[src/rtl/color_point_finder.sv]
`default_nettype none
// ============================================================================
//  Module   : color_point_finder
//  Purpose  : Classifies Y/Cr/Cb pixels into four marker colours, tracks frame
//             coordinates and emits run-filtered points plus end-of-frame.
//  Revision : 1.0 - initial release
// ============================================================================
module color_point_finder #(
    parameter int H_ACTIVE = 640,
    parameter int V_ACTIVE = 480,
    parameter int RUN_MIN  = 3,
    parameter int Y_MIN    = 32,
    parameter int TOL      = 16,
    parameter int CR0      = 200,
    parameter int CB0      = 100,
    parameter int CR1      = 100,
    parameter int CB1      = 200,
    parameter int CR2      = 60,
    parameter int CB2      = 60,
    parameter int CR3      = 180,
    parameter int CB3      = 180
) (
    input  logic       clk,
    input  logic       reset,
    input  logic       vsync,
    input  logic       pixel_valid,
    input  logic [7:0] pixel_y,
    input  logic [7:0] pixel_cr,
    input  logic [7:0] pixel_cb,
    output logic [1:0] color,
    output logic [9:0] interesting_x,
    output logic [8:0] interesting_y,
    output logic       interesting_flag,
    output logic       frame_flag
);

    localparam int                  c_RUN_W   = $clog2(RUN_MIN + 1);
    localparam logic [c_RUN_W-1:0]  c_RUN_MIN = c_RUN_W'(RUN_MIN);
    localparam logic [c_RUN_W-1:0]  c_RUN_ONE = c_RUN_W'(1);
    localparam logic [9:0]          c_X_LAST  = 10'(H_ACTIVE - 1);
    localparam logic [8:0]          c_Y_LAST  = 9'(V_ACTIVE - 1);
    localparam logic [7:0]          c_Y_MIN   = 8'(Y_MIN);
    localparam logic signed [8:0]   c_TOL     = 9'(TOL);
    localparam int                  c_CR [4]  = '{CR0, CR1, CR2, CR3};
    localparam int                  c_CB [4]  = '{CB0, CB1, CB2, CB3};

    logic [3:0] w_hit;
    logic       w_match;
    logic [1:0] w_class;

    // Chroma distances are taken as 9-bit signed values so they never wrap.
    generate
        for (genvar g = 0; g < 4; g++) begin : g_class
            logic signed [8:0] w_dcr;
            logic signed [8:0] w_dcb;
            assign w_dcr = $signed({1'b0, pixel_cr}) - $signed(9'(c_CR[g]));
            assign w_dcb = $signed({1'b0, pixel_cb}) - $signed(9'(c_CB[g]));
            assign w_hit[g] = (pixel_y >= c_Y_MIN)
                            && (w_dcr >= -c_TOL) && (w_dcr <= c_TOL)
                            && (w_dcb >= -c_TOL) && (w_dcb <= c_TOL);
        end
    endgenerate

    always_comb begin
        w_class = 2'd0;
        for (int i = 3; i >= 0; i--) begin
            if (w_hit[i]) w_class = 2'(i);
        end
    end
    assign w_match = |w_hit;

    // ---------------- stage 1: coordinates and classification -------------
    logic [9:0] r_x;
    logic [8:0] r_y;
    logic [9:0] w_x_cur;
    logic [8:0] w_y_cur;
    logic       w_eol;
    logic       w_eof;
    logic       r_s1_valid;
    logic       r_s1_match;
    logic [1:0] r_s1_class;
    logic [9:0] r_s1_x;
    logic [8:0] r_s1_y;
    logic       r_s1_eof;

    assign w_x_cur = vsync ? 10'd0 : r_x;
    assign w_y_cur = vsync ? 9'd0  : r_y;
    assign w_eol   = (w_x_cur == c_X_LAST);
    assign w_eof   = w_eol && (w_y_cur == c_Y_LAST);

    always_ff @(posedge clk) begin
        if (reset) begin
            r_x        <= '0;
            r_y        <= '0;
            r_s1_valid <= 1'b0;
            r_s1_match <= 1'b0;
            r_s1_class <= '0;
            r_s1_x     <= '0;
            r_s1_y     <= '0;
            r_s1_eof   <= 1'b0;
        end else begin
            r_s1_valid <= pixel_valid;
            if (pixel_valid) begin
                r_s1_match <= w_match;
                r_s1_class <= w_class;
                r_s1_x     <= w_x_cur;
                r_s1_y     <= w_y_cur;
                r_s1_eof   <= w_eof;
                r_x        <= w_eol ? 10'd0 : w_x_cur + 10'd1;
                r_y        <= w_eof ? 9'd0 : (w_eol ? w_y_cur + 9'd1 : w_y_cur);
            end else if (vsync) begin
                r_x <= '0;
                r_y <= '0;
            end
        end
    end

    // ---------------- stage 2: run filter and outputs ---------------------
    // A vsync always lands the next pixel on x==0, which restarts the run,
    // so frame starts need no separate run-clear path.
    logic [1:0]         r_run_class;
    logic [c_RUN_W-1:0] r_run_len;
    logic [c_RUN_W-1:0] w_len_next;
    logic               w_start;
    logic               w_emit;

    always_comb begin
        w_start    = (r_s1_x == 10'd0) || (r_s1_class != r_run_class) || (r_run_len == '0);
        w_len_next = r_run_len;
        if (!r_s1_match) begin
            w_len_next = '0;
        end else if (w_start) begin
            w_len_next = c_RUN_ONE;
        end else if (r_run_len != c_RUN_MIN) begin
            w_len_next = r_run_len + c_RUN_ONE;
        end
        w_emit = r_s1_valid && r_s1_match && (w_len_next == c_RUN_MIN)
               && (w_start || (r_run_len != c_RUN_MIN));
    end

    always_ff @(posedge clk) begin
        if (reset) begin
            r_run_class      <= '0;
            r_run_len        <= '0;
            color            <= '0;
            interesting_x    <= '0;
            interesting_y    <= '0;
            interesting_flag <= 1'b0;
            frame_flag       <= 1'b0;
        end else begin
            interesting_flag <= w_emit;
            frame_flag       <= r_s1_valid && r_s1_eof;
            if (r_s1_valid) begin
                r_run_len   <= w_len_next;
                r_run_class <= r_s1_class;
            end
            if (w_emit) begin
                color         <= r_s1_class;
                interesting_x <= r_s1_x;
                interesting_y <= r_s1_y;
            end
        end
    end

endmodule
`default_nettype wire

[config.mk]
export PLATFORM = sky130hd
export DESIGN_NAME = color_point_finder
export DESIGN_NICKNAME = d
export VERILOG_FILES = /design/src/rtl/color_point_finder.sv
export SDC_FILE = /design/constraint.sdc
export NUM_CORES = 1
export LEC_CHECK = 0
export ABC_CLOCK_PERIOD_IN_PS = 2450
export CAP_MARGIN = 10
export CORE_ASPECT_RATIO = 0.7
export CORE_MARGIN = 5
export CORE_UTILIZATION = 32
export CTS_BUF_LIST = sky130_fd_sc_hd__clkbuf_4
export DETAILED_ROUTE_END_ITERATION = 6
export PLACE_DENSITY = 0.55
export SLEW_MARGIN = 20
export SYNTH_ARGS = -nofsm -noshare
export SYNTH_HDL_FRONTEND = slang
export SYNTH_SLANG_ARGS = --single-unit
[constraint.sdc]
create_clock -name clk -period 2.45 [get_ports clk]
set_input_delay 0.3675 -clock clk [delete_from_list [all_inputs] [get_ports clk]]
set_output_delay 0.3675 -clock clk [all_outputs]
set_load 0.05 [all_outputs]
[After elaboration in Yosys (flattened, before gate mapping)]
Cells that the tools add are included.
Word-level totals
  register bits after elaboration: 70
  output and inout bits: 23
Cells by class
  add/subtract/negate cells: 11
  magnitude comparators: 17
  equal/unequal tests: 5
  mux-type cells: 14
  reduce and logical (&&, ||, !) cells: 27
Operators by type and width (count)
  $ge 9x5->1 const B: 8
  $le 9x6->1 const B: 8
  $mux 9: 4
  $sub 8x8->9 const B: 4
  $mux 10: 3
  $logic_and 1x1->1: 21
  $sub 8x6->9 const B: 2
  $sub 8x7->9 const B: 2
  $mux 2: 7
  $add 10x1->10 const B: 1
  $eq 10x10->1 const B: 1
  $logic_not 10->1: 1
  $add 9x1->9 const B: 1
  $eq 9x9->1 const B: 1
  $ge 8x6->1 const B: 1
  $reduce_or 4->1: 1
  $logic_or 1x1->1: 3
  $add 2x1->2 const B: 1
  $eq 2x2->1 const B: 1
  $logic_not 2->1: 1
  $ne 2x2->1: 1
  $ne 2x2->1 const B: 1

[Logic depth before layout (Yosys ltp)]
Gate-level depths: netlist of the first run.
  depth after elaboration: 10
  mapped depth: 9
  gate-level depth less buffers: 8

[Worst setup path after synthesis of the first run]
Ideal clock, no wire load.
  path kind: input-to-reg
  start point: in pixel_cr[2]
  end point: reg r_s1_class[0]
  data arrival time: 1.990 ns
  data required time: 2.357 ns
  path slack: 0.368 ns
  stages: 9
  path buffers: 1
  path through: clkbuf_2 inv_1 ha_1 nor2b_1 or3_1 a2111oi_2 o22ai_1 a21boi_1 o32ai_1
On the way
  longest elaborated chain between the ends: 10
RTL lines
  start, declared: line 28  | input logic [7:0] pixel_cr,
  $sub 8x8->9: line 56  | assign w_dcr = $signed({1'b0, pixel_cr}) - $signed(9'(c_CR[g]));
  $ge 9x5->1: line 59  | && (w_dcr >= -c_TOL) && (w_dcr <= c_TOL)
  $logic_and 1x1->1 (2 in series): line 59
  $logic_and 1x1->1 (2 in series): line 60  | && (w_dcb >= -c_TOL) && (w_dcb <= c_TOL);
  $mux 2 (3 in series): line 67  | if (w_hit[i]) w_class = 2'(i);
  $mux 2 *: line 67
  end signal, assigned: line 105  | r_s1_class <= w_class;
  end, declared: line 81  | logic [1:0] r_s1_class;
Mark *: on every way between the ends. The rest lies on a longest branch, timed or not.
A chain may end at the register's enable or synchronous reset.

[Worst setup path in the final report of the first run]
  start point: in pixel_cb[3]
  end point: reg r_s1_class[0]
On the way
  longest elaborated chain between the ends: 8
RTL lines
  start, declared: line 29  | input logic [7:0] pixel_cb,
  $sub 8x8->9: line 57  | assign w_dcb = $signed({1'b0, pixel_cb}) - $signed(9'(c_CB[g]));
  $ge 9x5->1: line 60
  $logic_and 1x1->1 (2 in series): line 60
  $mux 2 (3 in series): line 67
  $mux 2 *: line 67
Marked as above.

==> results.cfg, run 1 <==
[global_routing]
antenna_found_initial = 0
grt_pass1_wl_um = 15800
grt_max_degree = 38
grt_usage_pct = 13.6
overflow = 0
grt_pass1_vias = 3206

[die]
ios = 51
rows = 33
fp.dieH_um = 102
initial_core_util_pct = 32.7
fp.dieW_um = 141
core_um2 = 11700
dieArea_um2 = 14300

[worst_setup_path]
r2r_end = interesting_x[3]
cp.arrival_ns = 2.61
ff2ff_setup_slack_ns = 0.55
path_max_fanout = 4
reg2regPathDepth = 7
critPathRequiredTime_ns = 2.77
endpoint_kind = flip-flop
crit_end = r_s1_class[0]
worstSetupPathType = input pin to flip-flop
startpoint_type = input pin
r2r-start = r_s1_x[0]
crit_path_start = pixel_cb[3]

[final_layout]
final_cell_mix = dfxtp_1, nor2_1, buf_4
diodes = 0
layout_commonest_cell = dfxtp_1
drive_above_1_share_pct = 16.6
area_growth_syn_to_layout_pct = 28.1
finalNetCount = 562
stdcell_area_um2 = 4910
finish.utilization_pct = 41.9

[clock_tree]
cts_buffers = 9
h-tree-depth = 3
insertion_delay_ns = 0.41
cts_setup_buffers = 0
clockBufferDepth = 2
holdBufCountCts = 0
postCtsResizedCells = 0
cts_num_sinks = 70
clk_pin_slew_ns = 0.12
tritoncts = yes
clockRootBuffer = clkbuf_4

[yosys]
synthMuxAreaShare_pct = 9.14
synth_top_family_by_area = simple AND/OR/NAND/NOR gates
avgSynthCellArea_um2 = 8.82
synth_xor_area_share_pct = 5.48
ys_seq_area_share_pct = 36.5
synth-edff-count = 0
yosys.cell_types.count = 65
synth_compound_area_share_pct = 13.7
ys_ff_latch = 70
ys_warn_count = 0
syn_nets = 477
syn-cell-area_um2 = 3830
syn_inst = 435
synth_ff_type = dfxtp_1
synth-simple-area-share_pct = 25.5
synthAdderAreaFrac_pct = 4.83
synth-async-reset-ratio_pct = 0

[detailed_routing]
num_vias = 3297
firstDrtPassIters = 4
drc_errors = 0
detail_route.vias_per_cell = 4.83
final_antenna_net_count = 0
drt-initial-drc-count = 204
routed_wl_um = 9300
wire_per_inst_um = 13.6

[placement]
gp_congestion = 0.839
hpwl_um = 7250
place_area_um2 = 4750
portBuffers = 45

[sta]
fin_crit_sh_pct = 93.6
maxSlewHeadroom_pct = 54.2
hold_viol = 0
setup_violations = 0
fin_crit_ns = 2.29
maxSlewViolCount = 0
fin_worst_skew_ns = 0.0142
tightest_slew_ns = 0.688
fmax_mhz = 436
rsz0062_at_grt = no

[flow_run]
cap_violations = 0

[power]
ir_worst_vdd_mv = 0.256
total_power_mw = 2.28
p_leak_nw = 2.00
powerDensity_nw_per_um2 = 464

[min_path]
hold_path_class = flip-flop to flip-flop

[run_status]
status = completed
synth_stat cells, drive strengths merged (8+ instances only):
cell,number,area (um^2)
a21oi,19,95.1
a22oi,8,60.1
buf,12,81.3
clkbuf,14,53.8
dfxtp,70,1400
ha,14,175
inv,13,48.8
mux2i,35,350
nand2,19,71.3
nand2b,16,103
nor2,69,259
nor2b,14,95.1
nor3,10,55.1
xnor2,17,149
worst min path at each step:
stage | from | end | slack [ns] | cells past startpoint
final | r_s1_eof | frame_flag | 0.44 | 2
after global routing | reset | interesting_y[0] | 0.50 | 2
after CTS | r_s1_eof | frame_flag | 0.45 | 2
after detailed placement | r_s1_eof | frame_flag | 0.45 | 2
after global placement | r_s1_eof | frame_flag | 0.44 | 2
after floorplan | r_s1_eof | frame_flag | 0.42 | 2
flip-flops by register name, summed over array words and instances (netlist names):
name              flops
r_s1_x               10
r_y                   9
r_s1_eof              1
r_s1_valid            1
interesting_flag      1
r_s1_y                9
r_run_len             2
r_run_class           2
interesting_x        10
interesting_y         9
color                 2
r_s1_class            2
r_x                  10
r_s1_match            1
frame_flag            1
power by group:
group	internal (mW)	switching, mW
logic	0.150	0.161
registers	1.14	0.00521
clock network	0.407	0.413
total	1.70	0.579
per-layer routing:
metal / GRT usage (%) / share of wire, % / vias to the layer above
met1: 20.8 / 55 / 1520
met2: 18.8 / 38 / 64
li1: - / - / 1709
met3: 3.49 / 5.5 / 4
met5: 0 / 0 / -
met4: 3.43 / 0.68 / 0
final cells by class:
class                           count  area [um^2]
Sequential cell                    70         1400
Timing Repair Buffer              100          858
Inverter                           13         48.8
Multi-Input combinational cell    326         2250
Clock inverter                      7         88.8
Fill cell                        1150         6820
Clock buffer                        9         67.6
Tap cell                          157          196
stage by stage:
step	instances	setup WS (ns)	hold slack, ns	setup TNS (ns)
final	682	0.156	0.445	0
after global routing	682	0.0694	0.499	0
after CTS	682	0.184	0.447	0
after detailed placement	666	-0.252	0.448	-0.787
after global placement	666	-0.242	0.440	-0.643
after floorplan	435	0.368	0.419	0
worst max-delay path, cell delays in order:
cell and delay, ns:
clkdlybuf4s50_1 0.47, inv_1 0.08, buf_4 0.13, ha_1 0.23, buf_4 0.15, nand2b_1 0.14
o32a_1 0.17, nor4_1 0.32, buf_4 0.18, o22ai_1 0.10, a21boi_1 0.16, o32ai_1 0.11
logic make-up after synthesis:
| logic type | count (synthesis) |
|---|---|
| AO/OA/AOI/OAI | 73 |
| buffers and inverters | 39 |
| XOR/XNOR | 24 |
| multiplexers | 35 |
| adder cells (fa/ha/maj) | 15 |
| flip-flops | 70 |
| AND/OR/NAND/NOR | 179 |
(Power assumes the default switching activity.)
==> inputs of run 2 (changes only) <==
ABC_CLOCK_PERIOD_IN_PS = 2530   (was 2450)
clock period = 2.53 ns   (was 2.45 ns; I/O delays follow)
==> run 2 against run 1 <==
Net effect: hold slack better by 0.0075 ns; routed wire length about the same; via count fell by 0.33%; worst setup slack better by 0.037 ns; utilization shrank 0.27 points; highest routed layer unchanged; register-to-register slack improved by 0.10 ns; largest power group unchanged.
==> results.cfg, run 2 (synthesis gave the netlist of run 1 again) <==
[final_layout]
area_growth_syn_to_layout_pct = 27.2
diodes = 0
finalNetCount = 554
layout_commonest_cell = dfxtp_1
top_regs = interesting_x (10), r_s1_x (10), r_x (10)
drive_above_1_share_pct = 15.5
finalNonFillerCells = 674
final_cell_mix = dfxtp_1, nor2_1, buf_4

[global_routing]
grt_pass1_wl_um = 15600
overflow = 0
grt_usage_pct = 13.3
grt_pass1_vias = 3119
grt_max_degree = 46
antenna_found_initial = 0

[die]
initial_core_util_pct = 32.7
fp.dieW_um = 141
ios = 51
dieArea_um2 = 14300
rows = 33
fp.dieH_um = 102
core_um2 = 11700

[run_status]
status = completed

[detailed_routing]
detail_route.vias_per_cell = 4.88
drc_errors = 0
num_vias = 3286
wire_per_inst_um = 13.8
final_antenna_net_count = 0
firstDrtPassIters = 4
routed_wl_um = 9300
drt-initial-drc-count = 208

[sta]
fmax_mhz = 428
rsz0062_at_grt = no
fin_worst_skew_ns = 0.0145
hold_viol = 0
fin_crit_ns = 2.34
maxSlewViolCount = 0
worst_hold_slack_ns = 0.452
fin_crit_sh_pct = 92.3
maxSlewHeadroom_pct = 43.8
setup_violations = 0
tightest_slew_ns = 0.843

[worst_setup_path]
reg2regPathDepth = 7
endpoint_kind = flip-flop
crit_end = r_s1_class[1]
critPathRequiredTime_ns = 2.85
worstSetupPathType = input pin to flip-flop
startpoint_type = input pin
r2r_end = interesting_y[2]
path_max_fanout = 3
cp_top_family = simple AND/OR/NAND/NOR gates
slowest_stage = clkdlybuf4s50_1
cp.arrival_ns = 2.66
critPathBufInv = 3
cp_cell_sequence = clkdlybuf4s50_1 -> inv_1 -> ha_1 -> nor4b_1 -> or3_1 -> o311ai_1 -> nor4_2 -> buf_4 -> a211oi_1 -> nor3_1
critPathMaxStageDelay_ns = 0.47
crit_cells = 10
r2r-start = r_s1_x[0]
crit_path_start = pixel_cb[3]
ff2ff_setup_slack_ns = 0.65

[flow_run]
cap_violations = 0

[power]
p_leak_nw = 1.97
powerDensity_nw_per_um2 = 473
ir_worst_vdd_mv = 0.290

[clock_tree]
postCtsResizedCells = 0
clockRootBuffer = clkbuf_4
tritoncts = yes
h-tree-depth = 3
cts_num_sinks = 70
holdBufCountCts = 0
cts_buffers = 9
clockBufferDepth = 2
clk_pin_slew_ns = 0.12
cts_setup_buffers = 0
insertion_delay_ns = 0.41

[placement]
gp_congestion = 0.829
hpwl_um = 7200
portBuffers = 45
dp.cells = 658

[min_path]
hold_path_class = flip-flop to flip-flop
## run 2: cell count changes in the layout (fill, tap and decap cells not counted)
cell	delta
buf_4	-8
bufinv_16	+1
clkbuf_4	+1
clkinv_1	-1
clkinv_2	-1
## run 2: where the power goes
part,total (mW),internal (mW),switching [mW],leakage [nW]
logic,0.296,0.141,0.155,1.31
registers,1.11,1.11,0.00489,0.564
clock network,0.903,0.510,0.393,0.0942
total,2.31,1.76,0.553,1.97
## run 2: worst min-delay path by stage
stage	startpoint	to	slack, ns	cells after the start
detailed placement	r_s1_y[6]	r_s1_y[6]	0.45	2
floorplan	r_s1_eof	frame_flag	0.42	2
global placement	r_s1_y[6]	r_s1_y[6]	0.44	2
CTS	r_s1_eof	frame_flag	0.46	2
finish	r_s1_eof	frame_flag	0.45	2
global route	r_s1_y[6]	r_s1_y[6]	0.49	2
## run 2: final cells by class
cell class,instances,area [um^2]
sequential,70,1400
timing repair buffer,92,798
multi-input combinational,326,2250
fill,1160,6850
clock inverter,6,110
clock buffer,10,75.1
inverter,13,48.8
tap,157,196
## run 2: tightest hold or removal path, cell delays in order, from the launching register on
cell and delay, ns:
dfxtp_1 0.33, nand2_1 0.07, nor2_1 0.03
## run 2: through the flow
stage / setup TNS [ns] / setup slack [ns] / total power [mW] / utilization (%) / cell area (um^2)
6_report: 0 / 0.194 / 2.31 / 41.6 / 4880
5_1_grt: 0 / 0.0334 / 2.41 / 41.6 / 4880
4_1_cts: 0 / 0.237 / 2.34 / 41.6 / 4880
3_5_place_dp: -0.508 / -0.188 / 1.43 / 40.0 / 4690
3_3_place_gp: -0.454 / -0.173 / 1.43 / 40.0 / 4690
2_1_floorplan: 0 / 0.436 / 1.31 / - / 3830
## run 2: per-layer routing
layer  wire length, um  part of all wire (%)  vias to the layer above  track usage [%]
met5                 0                     0                        -                0
met3               491                   5.3                        7             3.96
met1              5160                    56                     1525             20.2
met4                63                  0.68                        0             2.46
li1                  -                     -                     1697                -
met2              3580                    38                       57             18.4
==> inputs of run 3 (changes only) <==
CTS_CLUSTER_SIZE = 12   (was not set)
SLEW_MARGIN = not set   (was 20)
==> results of run 3 <==
No change in the layout: final DEF, timing and power equal those of run 2.
